## config.mk

```make
export PLATFORM = sky130hd
export DESIGN_NAME = vga_frame_receiver
export DESIGN_NICKNAME = d
export VERILOG_FILES = /design/src/rtl/vga_timing_pkg.sv /design/src/rtl/vga_edge_counter.sv /design/src/rtl/vga_frame_receiver.sv
export SDC_FILE = /design/constraint.sdc
export NUM_CORES = 1
export LEC_CHECK = 0
export BUFFER_PORTS_ARGS = -buffer_cell sky130_fd_sc_hd__buf_2
export CORE_AREA = 2 2 102 178
export DETAILED_ROUTE_END_ITERATION = 6
export DIE_AREA = 0 0 104 180
export SYNTH_ARGS = -nofsm -noshare
export SYNTH_HDL_FRONTEND = slang
export SYNTH_SLANG_ARGS = --single-unit
```

## constraint.sdc

```tcl
create_clock -name clk -period 10.92 [get_ports clk]
set_clock_uncertainty 0.05 [all_clocks]
set_input_delay 0 -clock clk [delete_from_list [all_inputs] [get_ports clk]]
set_output_delay 0 -clock clk [all_outputs]
set_load 0.05 [all_outputs]
```

## src/rtl/vga_timing_pkg.sv

```systemverilog
// Shared VGA 640x480 timing constants, receiver FSM state type and a
// saturating-counter helper. The timing generator and the frame receiver
// both import this package so the two sides agree on the line/frame layout.
// A line starts at the hSync falling edge: sync, back porch, active, front
// porch. A frame starts at the vSync falling edge in the same order.
package vga_timing_pkg;

  localparam int VGA_H_ACTIVE = 640;
  localparam int VGA_H_FP     = 16;
  localparam int VGA_H_SYNC   = 96;
  localparam int VGA_H_BP     = 48;
  localparam int VGA_H_TOTAL  = VGA_H_ACTIVE + VGA_H_FP + VGA_H_SYNC + VGA_H_BP;

  localparam int VGA_V_ACTIVE = 480;
  localparam int VGA_V_FP     = 10;
  localparam int VGA_V_SYNC   = 2;
  localparam int VGA_V_BP     = 33;
  localparam int VGA_V_TOTAL  = VGA_V_ACTIVE + VGA_V_FP + VGA_V_SYNC + VGA_V_BP;

  // Width of the horizontal and vertical position counters
  localparam int CNT_W = 10;

  typedef enum logic [1:0] {
    ST_SEARCH = 2'd0,
    ST_ALIGN  = 2'd1,
    ST_LOCKED = 2'd2
  } rx_state_t;

  // Increment that sticks at all-ones instead of wrapping back to zero
  function automatic logic [CNT_W-1:0] sat_inc(input logic [CNT_W-1:0] v);
    logic [CNT_W-1:0] r;
    if (v == {CNT_W{1'b1}}) begin
      r = v;
    end else begin
      r = v + {{(CNT_W-1){1'b0}}, 1'b1};
    end
    return r;
  endfunction

endpackage

```

## src/rtl/vga_edge_counter.sv

```systemverilog
// Sync falling-edge detector plus saturating position counter. Used once for
// the horizontal position (inc_i tied high) and once for the vertical
// position (inc_i = horizontal sync edge).
// Ports:
//   clk_i, rst_i  clock, asynchronous active-high reset
//   en_i          pixel strobe; history and counter only move when high
//   sync_i        active-low sync level sampled on en_i
//   inc_i         count enable when no falling edge is seen
//   fall_o        falling edge on this sample (previous 1, current 0)
//   cnt_q_o       counter value before this sample
//   cnt_d_o       counter value after this sample
module vga_edge_counter
  import vga_timing_pkg::*;
(
  input  logic             clk_i,
  input  logic             rst_i,
  input  logic             en_i,
  input  logic             sync_i,
  input  logic             inc_i,
  output logic             fall_o,
  output logic [CNT_W-1:0] cnt_q_o,
  output logic [CNT_W-1:0] cnt_d_o
);

  logic             sync_prev_q;
  logic [CNT_W-1:0] cnt_q;
  logic [CNT_W-1:0] cnt_d;

  assign fall_o  = en_i & sync_prev_q & ~sync_i;
  assign cnt_q_o = cnt_q;
  assign cnt_d_o = cnt_d;

  // Next count: the edge clears, otherwise count (saturating) when enabled
  always_comb begin
    cnt_d = cnt_q;
    if (fall_o) begin
      cnt_d = {CNT_W{1'b0}};
    end else if (en_i && inc_i) begin
      cnt_d = sat_inc(cnt_q);
    end else begin
      cnt_d = cnt_q;
    end
  end

  // Sync history starts high so a sync already low after reset reads as an edge
  always_ff @(posedge clk_i or posedge rst_i) begin
    if (rst_i) begin
      sync_prev_q <= 1'b1;
      cnt_q       <= {CNT_W{1'b0}};
    end else if (en_i) begin
      sync_prev_q <= sync_i;
      cnt_q       <= cnt_d;
    end else begin
      sync_prev_q <= sync_prev_q;
      cnt_q       <= cnt_q;
    end
  end

endmodule

```

## src/rtl/vga_frame_receiver.sv

```systemverilog
// VGA frame receiver: recovers the pixel stream from hSync/vSync/rgb sampled
// on the pixel strobe, locks onto the timing after one clean frame, flags
// malformed lines/frames, and reports a per-frame pixel checksum and count.
// Ports:
//   clk, reset            system clock, asynchronous active-high reset
//   pix_en                one-cycle pixel strobe
//   hSync, vSync, rgb     active-low syncs and {R,G,B} pixel data
//   pix_valid/x/y/rgb     recovered active pixel, one clk after its sample
//   locked                timing locked
//   frame_done            pulse at the start of the next frame after a good one
//   frame_cnt, frame_sum  completed frames and 16-bit sum of their rgb values
//   line_err, frame_err   pulses when lock is lost through a bad line/frame
module vga_frame_receiver
  import vga_timing_pkg::*;
#(
  parameter int H_ACTIVE = VGA_H_ACTIVE,
  parameter int H_FP     = VGA_H_FP,
  parameter int H_SYNC   = VGA_H_SYNC,
  parameter int H_BP     = VGA_H_BP,
  parameter int V_ACTIVE = VGA_V_ACTIVE,
  parameter int V_FP     = VGA_V_FP,
  parameter int V_SYNC   = VGA_V_SYNC,
  parameter int V_BP     = VGA_V_BP
) (
  input  logic        clk,
  input  logic        reset,
  input  logic        pix_en,
  input  logic        hSync,
  input  logic        vSync,
  input  logic [11:0] rgb,
  output logic        pix_valid,
  output logic [9:0]  pix_x,
  output logic [8:0]  pix_y,
  output logic [11:0] pix_rgb,
  output logic        locked,
  output logic        frame_done,
  output logic [15:0] frame_cnt,
  output logic [15:0] frame_sum,
  output logic        line_err,
  output logic        frame_err
);

  localparam logic [9:0] H_TOT_C   = 10'(H_SYNC + H_BP + H_ACTIVE + H_FP);
  localparam logic [9:0] H_LAST_C  = 10'(H_SYNC + H_BP + H_ACTIVE + H_FP - 1);
  localparam logic [9:0] H_START_C = 10'(H_SYNC + H_BP);
  localparam logic [9:0] H_END_C   = 10'(H_SYNC + H_BP + H_ACTIVE);
  localparam logic [9:0] V_TOT_C   = 10'(V_SYNC + V_BP + V_ACTIVE + V_FP);
  localparam logic [9:0] V_LAST_C  = 10'(V_SYNC + V_BP + V_ACTIVE + V_FP - 1);
  localparam logic [9:0] V_START_C = 10'(V_SYNC + V_BP);
  localparam logic [9:0] V_END_C   = 10'(V_SYNC + V_BP + V_ACTIVE);
  localparam logic [8:0] V_OFS_C   = 9'(V_SYNC + V_BP);

  rx_state_t   state_q;
  logic        align_ok_q;
  logic [15:0] sum_q;
  logic        pix_valid_q;
  logic [9:0]  pix_x_q;
  logic [8:0]  pix_y_q;
  logic [11:0] pix_rgb_q;
  logic        locked_q;
  logic        frame_done_q;
  logic [15:0] frame_cnt_q;
  logic [15:0] frame_sum_q;
  logic        line_err_q;
  logic        frame_err_q;

  logic        h_fall_s;
  logic        v_fall_s;
  logic [9:0]  h_cnt_q;
  logic [9:0]  h_cnt_d;
  logic [9:0]  v_cnt_q;
  logic [9:0]  v_cnt_d;
  logic        line_err_s;
  logic        frame_err_s;
  logic        in_win_s;

  vga_edge_counter u_h_cnt (
    .clk_i   (clk),
    .rst_i   (reset),
    .en_i    (pix_en),
    .sync_i  (hSync),
    .inc_i   (1'b1),
    .fall_o  (h_fall_s),
    .cnt_q_o (h_cnt_q),
    .cnt_d_o (h_cnt_d)
  );

  // Vertical edge clears first; otherwise lines are counted on hSync edges
  vga_edge_counter u_v_cnt (
    .clk_i   (clk),
    .rst_i   (reset),
    .en_i    (pix_en),
    .sync_i  (vSync),
    .inc_i   (h_fall_s),
    .fall_o  (v_fall_s),
    .cnt_q_o (v_cnt_q),
    .cnt_d_o (v_cnt_d)
  );

  // An overlong line/frame is flagged once, on the sample that first reaches
  // the total; the late edge that eventually follows is flagged again.
  assign line_err_s  = pix_en & ((h_fall_s & (h_cnt_q != H_LAST_C)) |
                                 (~h_fall_s & (h_cnt_d == H_TOT_C) & (h_cnt_q != H_TOT_C)));
  assign frame_err_s = pix_en & ((v_fall_s & (v_cnt_q != V_LAST_C)) |
                                 (~v_fall_s & (v_cnt_d == V_TOT_C) & (v_cnt_q != V_TOT_C)));
  assign in_win_s    = (h_cnt_d >= H_START_C) && (h_cnt_d < H_END_C) &&
                       (v_cnt_d >= V_START_C) && (v_cnt_d < V_END_C);

  assign pix_valid  = pix_valid_q;
  assign pix_x      = pix_x_q;
  assign pix_y      = pix_y_q;
  assign pix_rgb    = pix_rgb_q;
  assign locked     = locked_q;
  assign frame_done = frame_done_q;
  assign frame_cnt  = frame_cnt_q;
  assign frame_sum  = frame_sum_q;
  assign line_err   = line_err_q;
  assign frame_err  = frame_err_q;

  // Lock FSM with registered pixel stream, error pulses and frame statistics
  always_ff @(posedge clk or posedge reset) begin
    if (reset) begin
      state_q      <= ST_SEARCH;
      align_ok_q   <= 1'b0;
      sum_q        <= 16'd0;
      pix_valid_q  <= 1'b0;
      pix_x_q      <= 10'd0;
      pix_y_q      <= 9'd0;
      pix_rgb_q    <= 12'd0;
      locked_q     <= 1'b0;
      frame_done_q <= 1'b0;
      frame_cnt_q  <= 16'd0;
      frame_sum_q  <= 16'd0;
      line_err_q   <= 1'b0;
      frame_err_q  <= 1'b0;
    end else begin
      pix_valid_q  <= 1'b0;
      frame_done_q <= 1'b0;
      line_err_q   <= 1'b0;
      frame_err_q  <= 1'b0;
      if (pix_en) begin
        case (state_q)
          ST_SEARCH: begin
            if (v_fall_s) begin
              state_q    <= ST_ALIGN;
              align_ok_q <= 1'b1;
            end
          end
          ST_ALIGN: begin
            // Errors seen on the closing vSync edge still count against the frame
            if (v_fall_s) begin
              align_ok_q <= 1'b1;
              if (align_ok_q && !line_err_s && !frame_err_s) begin
                state_q  <= ST_LOCKED;
                locked_q <= 1'b1;
              end
            end else if (line_err_s || frame_err_s) begin
              align_ok_q <= 1'b0;
            end
          end
          ST_LOCKED: begin
            if (line_err_s || frame_err_s) begin
              state_q     <= ST_SEARCH;
              locked_q    <= 1'b0;
              line_err_q  <= line_err_s;
              frame_err_q <= frame_err_s;
            end else begin
              if (v_fall_s) begin
                frame_done_q <= 1'b1;
                frame_sum_q  <= sum_q;
                frame_cnt_q  <= frame_cnt_q + 16'd1;
              end
              if (in_win_s) begin
                pix_valid_q <= 1'b1;
                pix_x_q     <= h_cnt_d - H_START_C;
                pix_y_q     <= v_cnt_d[8:0] - V_OFS_C;
                pix_rgb_q   <= rgb;
                sum_q       <= sum_q + {4'd0, rgb};
              end
            end
          end
          default: begin
            state_q  <= ST_SEARCH;
            locked_q <= 1'b0;
          end
        endcase
        // Every frame boundary starts a fresh checksum, whatever the state
        if (v_fall_s) begin
          sum_q <= 16'd0;
        end
      end
    end
  end

endmodule

```

==> impl_summary.txt <==
----------------------------------------------------
[Timing]
  Unrepaired setup endpoints after global routing ... no
  Final count of pins violating max slew ... 0
  Maximum operating frequency ... 209 MHz
  Final hold viol count ... 0
  Max-slew headroom ... 35.1%
  Transition time of the tightest slew-check pin ... 0.974 ns
  Clock period minus final worst setup slack ... 4.78 ns
  Final setup fails ... 0
  Setup TNS ... 0 ns
  Fin crit share ... 43.8%

[Clock tree]
  Clock-pin slew reported for the worst setup and hold paths after clock tree synthesis ... 0.08 ns
  Num CTS Buffers ... 9
  Deepest level of the CTS H-tree ... 3
  TritonCTS clock tree ... done
  Post-CTS setup-driven buffer insertion count ... 0
  Root Buffer ... sky130_fd_sc_hd__clkbuf_16
  Clock latency reported for the late side of the worst-skew pair ... roughly 0.37 ns
  Buffer levels on the longest clock path ... 2
  Count of clock tree sinks ... 109

[Route]
  Detailed-router iteration count before antenna repair ... 4
  DRT iter0 DRCs ... between 150 and 200
  Antenna-violating nets left ... 0
  Total number of vias ... 4479
  DR DRC count ... 0
  Drt total wl ... 15.2 mm
  Routed wire per std cell ... 17.8 um
  DR vias/cell ... 5.25

[Finish]
  Inserted Diodes ... 0
  Area overhead of the layout relative to synthesis ... 18.0%
  Final cell count without fillers ... 853
  Most common cell after layout, fill and taps aside ... sky130_fd_sc_hd__dfrtp_1
  Layout cell share with drive strength beyond 1 ... 28.1%
  Final net count ... 658
  Commonest cells after routing, fill and taps aside ... sky130_fd_sc_hd__dfrtp_1 (107), sky130_fd_sc_hd__buf_2 (84), sky130_fd_sc_hd__nand2_1 (33)
  FILL cells ... 1727

[Floorplanning]
  Placement Rows ... 64
  Starting density of the core ... 34.6%
  Vert. Die Dim ... between 150 and 200 um
  IO Pins ... 85
  Die width ... 104 um
  Full die area ... around 19000 um2
  Total core area ... around 17000 um2

[Global route]
  Via count of the first global-routing pass ... 4701
  Maximum number of pins on one net before global-route repair ... 76
  Wire length of the first global-routing pass ... 24.4 mm
  Remaining global-route overflow ... 0
  Total track usage ... 16.5%
  Initial antenna violation count ... 0

[Setup path]
  Data arrival time at the worst-slack endpoint ... 4.98 ns
  Worst endpoint required time ... 11.12 ns
  Critical R2R Launch ... u_v_cnt.cnt_q_o[0]
  Endpoint of the lowest-slack register-to-register path ... pix_rgb[7]
  R2R cell count ... 11
  Crit. End Element ... register
  Worst Setup Path Type ... register to register
  Kind of start point of the critical path ... register
  Maximum fanout encountered on the critical timing path ... 44
  Worst setup slack for register-to-register paths ... 6.14 ns
  Critical Path Start ... u_v_cnt.cnt_q_o[0]

[Yosys]
  Syn_area_per_cell ... 11.3 um2
  Post-synthesis register bit count ... 109
  Number of instances in the synthesized netlist ... 527
  Number of nets in the synthesized netlist ... around 570
  Post-synth cell types ... 73
  Post-synthesis cell area ... 5980 um2
  Synth top area cells ... sky130_fd_sc_hd__dfrtp_1 (45%), sky130_fd_sc_hd__mux2_4 (6.5%), sky130_fd_sc_hd__ha_1 (4.8%), sky130_fd_sc_hd__mux2_2 (4.3%), sky130_fd_sc_hd__xnor2_1 (3.4%)
  Proportion of register bits with asynchronous set or reset after synthesis ... 100%
  Library cell with the largest summed area after synthesis ... sky130_fd_sc_hd__dfrtp_1
  Sequential area share after synthesis ... 45.7%
  Synthesis warning total ... 0
  Number of flops mapped to enable cells by yosys ... 0
  Top cell type's share of synthesized area ... 44.8%
  Prevailing post-synth register cell ... sky130_fd_sc_hd__dfrtp_1

[Run status]
  Status ... finished, final reports clean

[Pwr]
  Static Leak ... 3.62 nW
  Power density over the cells ... 143 nW/um2
  Worst voltage drop across the vdd grid ... 0.000109 V

[Placed design]
  HPWL after detailed placement ... roughly 11 mm
  Routability cong. ... 0.841
  Port buffer count ... 84
  Number of cells in the design after placement ... 822

[Flow run]
  Max-cap violation count ... 0

[Worst hold path]
  Path type of the worst min-delay path ... input pin to asynchronous set/reset pin

----------------------------------------------------
==> how the worst max path moves through the flow <==
stage                       endpoint  slack [ns]  depth (start not counted)
after floorplan           pix_rgb[0]        7.28                         12
after global placement    pix_rgb[7]        6.24                         11
after detailed placement  pix_rgb[5]        6.11                         11
after CTS                 pix_rgb[5]        6.09                         11
after global routing        pix_y[6]        5.88                         14
final                     pix_rgb[7]        6.14                         11
==> area by class of cell <==
type	instances	area (um2)	area share, %
clock inverter	7	93.8	1.33
inverter	23	88.8	1.26
clock buffer	9	225	3.19
multi-input combinational	371	3030	42.9
sequential	109	2730	38.7
timing repair buffer	103	601	8.52
tap	231	289	4.10
==> report_power, final <==
group          internal (mW)  switching [mW]
Combinational         0.0673           0.122
Sequential             0.428          0.0382
Clock                  0.169           0.182
Total                  0.664           0.342
==> state kept, by name, summed over array words and instances (netlist names), 2 cells and up <==
register / cells
pix_x: 10
u_h_cnt.cnt_q_o: 10
frame_cnt: 16
pix_rgb: 12
pix_y: 9
sum_q: 16
frame_sum: 16
u_v_cnt.cnt_q_o: 10
state_q: 2
==> worst max-delay path, cell delays in order (launching register included) <==
cell and delay (ns):
sky130_fd_sc_hd__dfrtp_1 0.44, sky130_fd_sc_hd__ha_1 0.28, sky130_fd_sc_hd__and3_1 0.27, sky130_fd_sc_hd__a31oi_1 0.36
sky130_fd_sc_hd__mux2i_1 0.28, sky130_fd_sc_hd__nor2_1 0.12, sky130_fd_sc_hd__ha_1 0.25, sky130_fd_sc_hd__o41a_1 0.49
sky130_fd_sc_hd__o41ai_1 0.73, sky130_fd_sc_hd__a2111oi_4 0.28, sky130_fd_sc_hd__nand2_4 0.70, sky130_fd_sc_hd__mux2_2 0.41
==> synth_stat cells (8+ instances only) <==
| library cell | count |
|---|---|
| sky130_fd_sc_hd__nand2_1 | 33 |
| sky130_fd_sc_hd__mux2_2 | 23 |
| sky130_fd_sc_hd__mux2_4 | 26 |
| sky130_fd_sc_hd__and3_1 | 16 |
| sky130_fd_sc_hd__xnor2_1 | 23 |
| sky130_fd_sc_hd__mux2i_1 | 16 |
| sky130_fd_sc_hd__nor3_1 | 15 |
| sky130_fd_sc_hd__xor2_1 | 14 |
| sky130_fd_sc_hd__dfrtp_1 | 107 |
| sky130_fd_sc_hd__nor2_1 | 15 |
| sky130_fd_sc_hd__ha_1 | 23 |
| sky130_fd_sc_hd__a31oi_1 | 12 |
| sky130_fd_sc_hd__nand4_1 | 8 |
| sky130_fd_sc_hd__a21oi_1 | 16 |
| sky130_fd_sc_hd__inv_1 | 22 |
| sky130_fd_sc_hd__buf_2 | 11 |
| sky130_fd_sc_hd__nand3_1 | 21 |
==> routing by layer <==
metal	GRT usage, %	up-vias	wire length, um	share of wire (%)
met5	0	-	0	0
li1	-	2109	-	-
met2	30.7	102	8450	56
met4	9.51	0	609	4.0
met3	2.90	34	495	3.3
met1	17.0	2234	5630	37
==> stage by stage <==
step | utilization, % | setup WS (ns) | power [mW] | hold slack, ns | area (um2)
final | 40.8 | 6.14 | 1.01 | 0.139 | 7050
after global routing | 40.8 | 5.88 | 1.06 | 0.171 | 7050
after CTS | 40.8 | 6.09 | 1.02 | 0.121 | 7050
after detailed placement | 38.1 | 6.11 | 0.661 | 0.00456 | 6580
after global placement | 38.1 | 6.24 | 0.655 | -0.0133 | 6580
after floorplan | - | 7.28 | 0.603 | 0.0985 | 5980
==> logic make-up after synthesis <==
kind of cell / synth area share [%]
xor+xnor: 5.42
simple gates: 14.5
compound gates: 11.9
buf+inv: 3.81
fa+ha+maj: 5.15
flops: 45.7
mux: 13.5
==> what timing repair did <==
action                    in CTS  in global routing
gates resized for setup        0                  0
hold endpoints to repair      48                  0
hold buffers                  15                  0
Power figures use the tool's default switching activity.
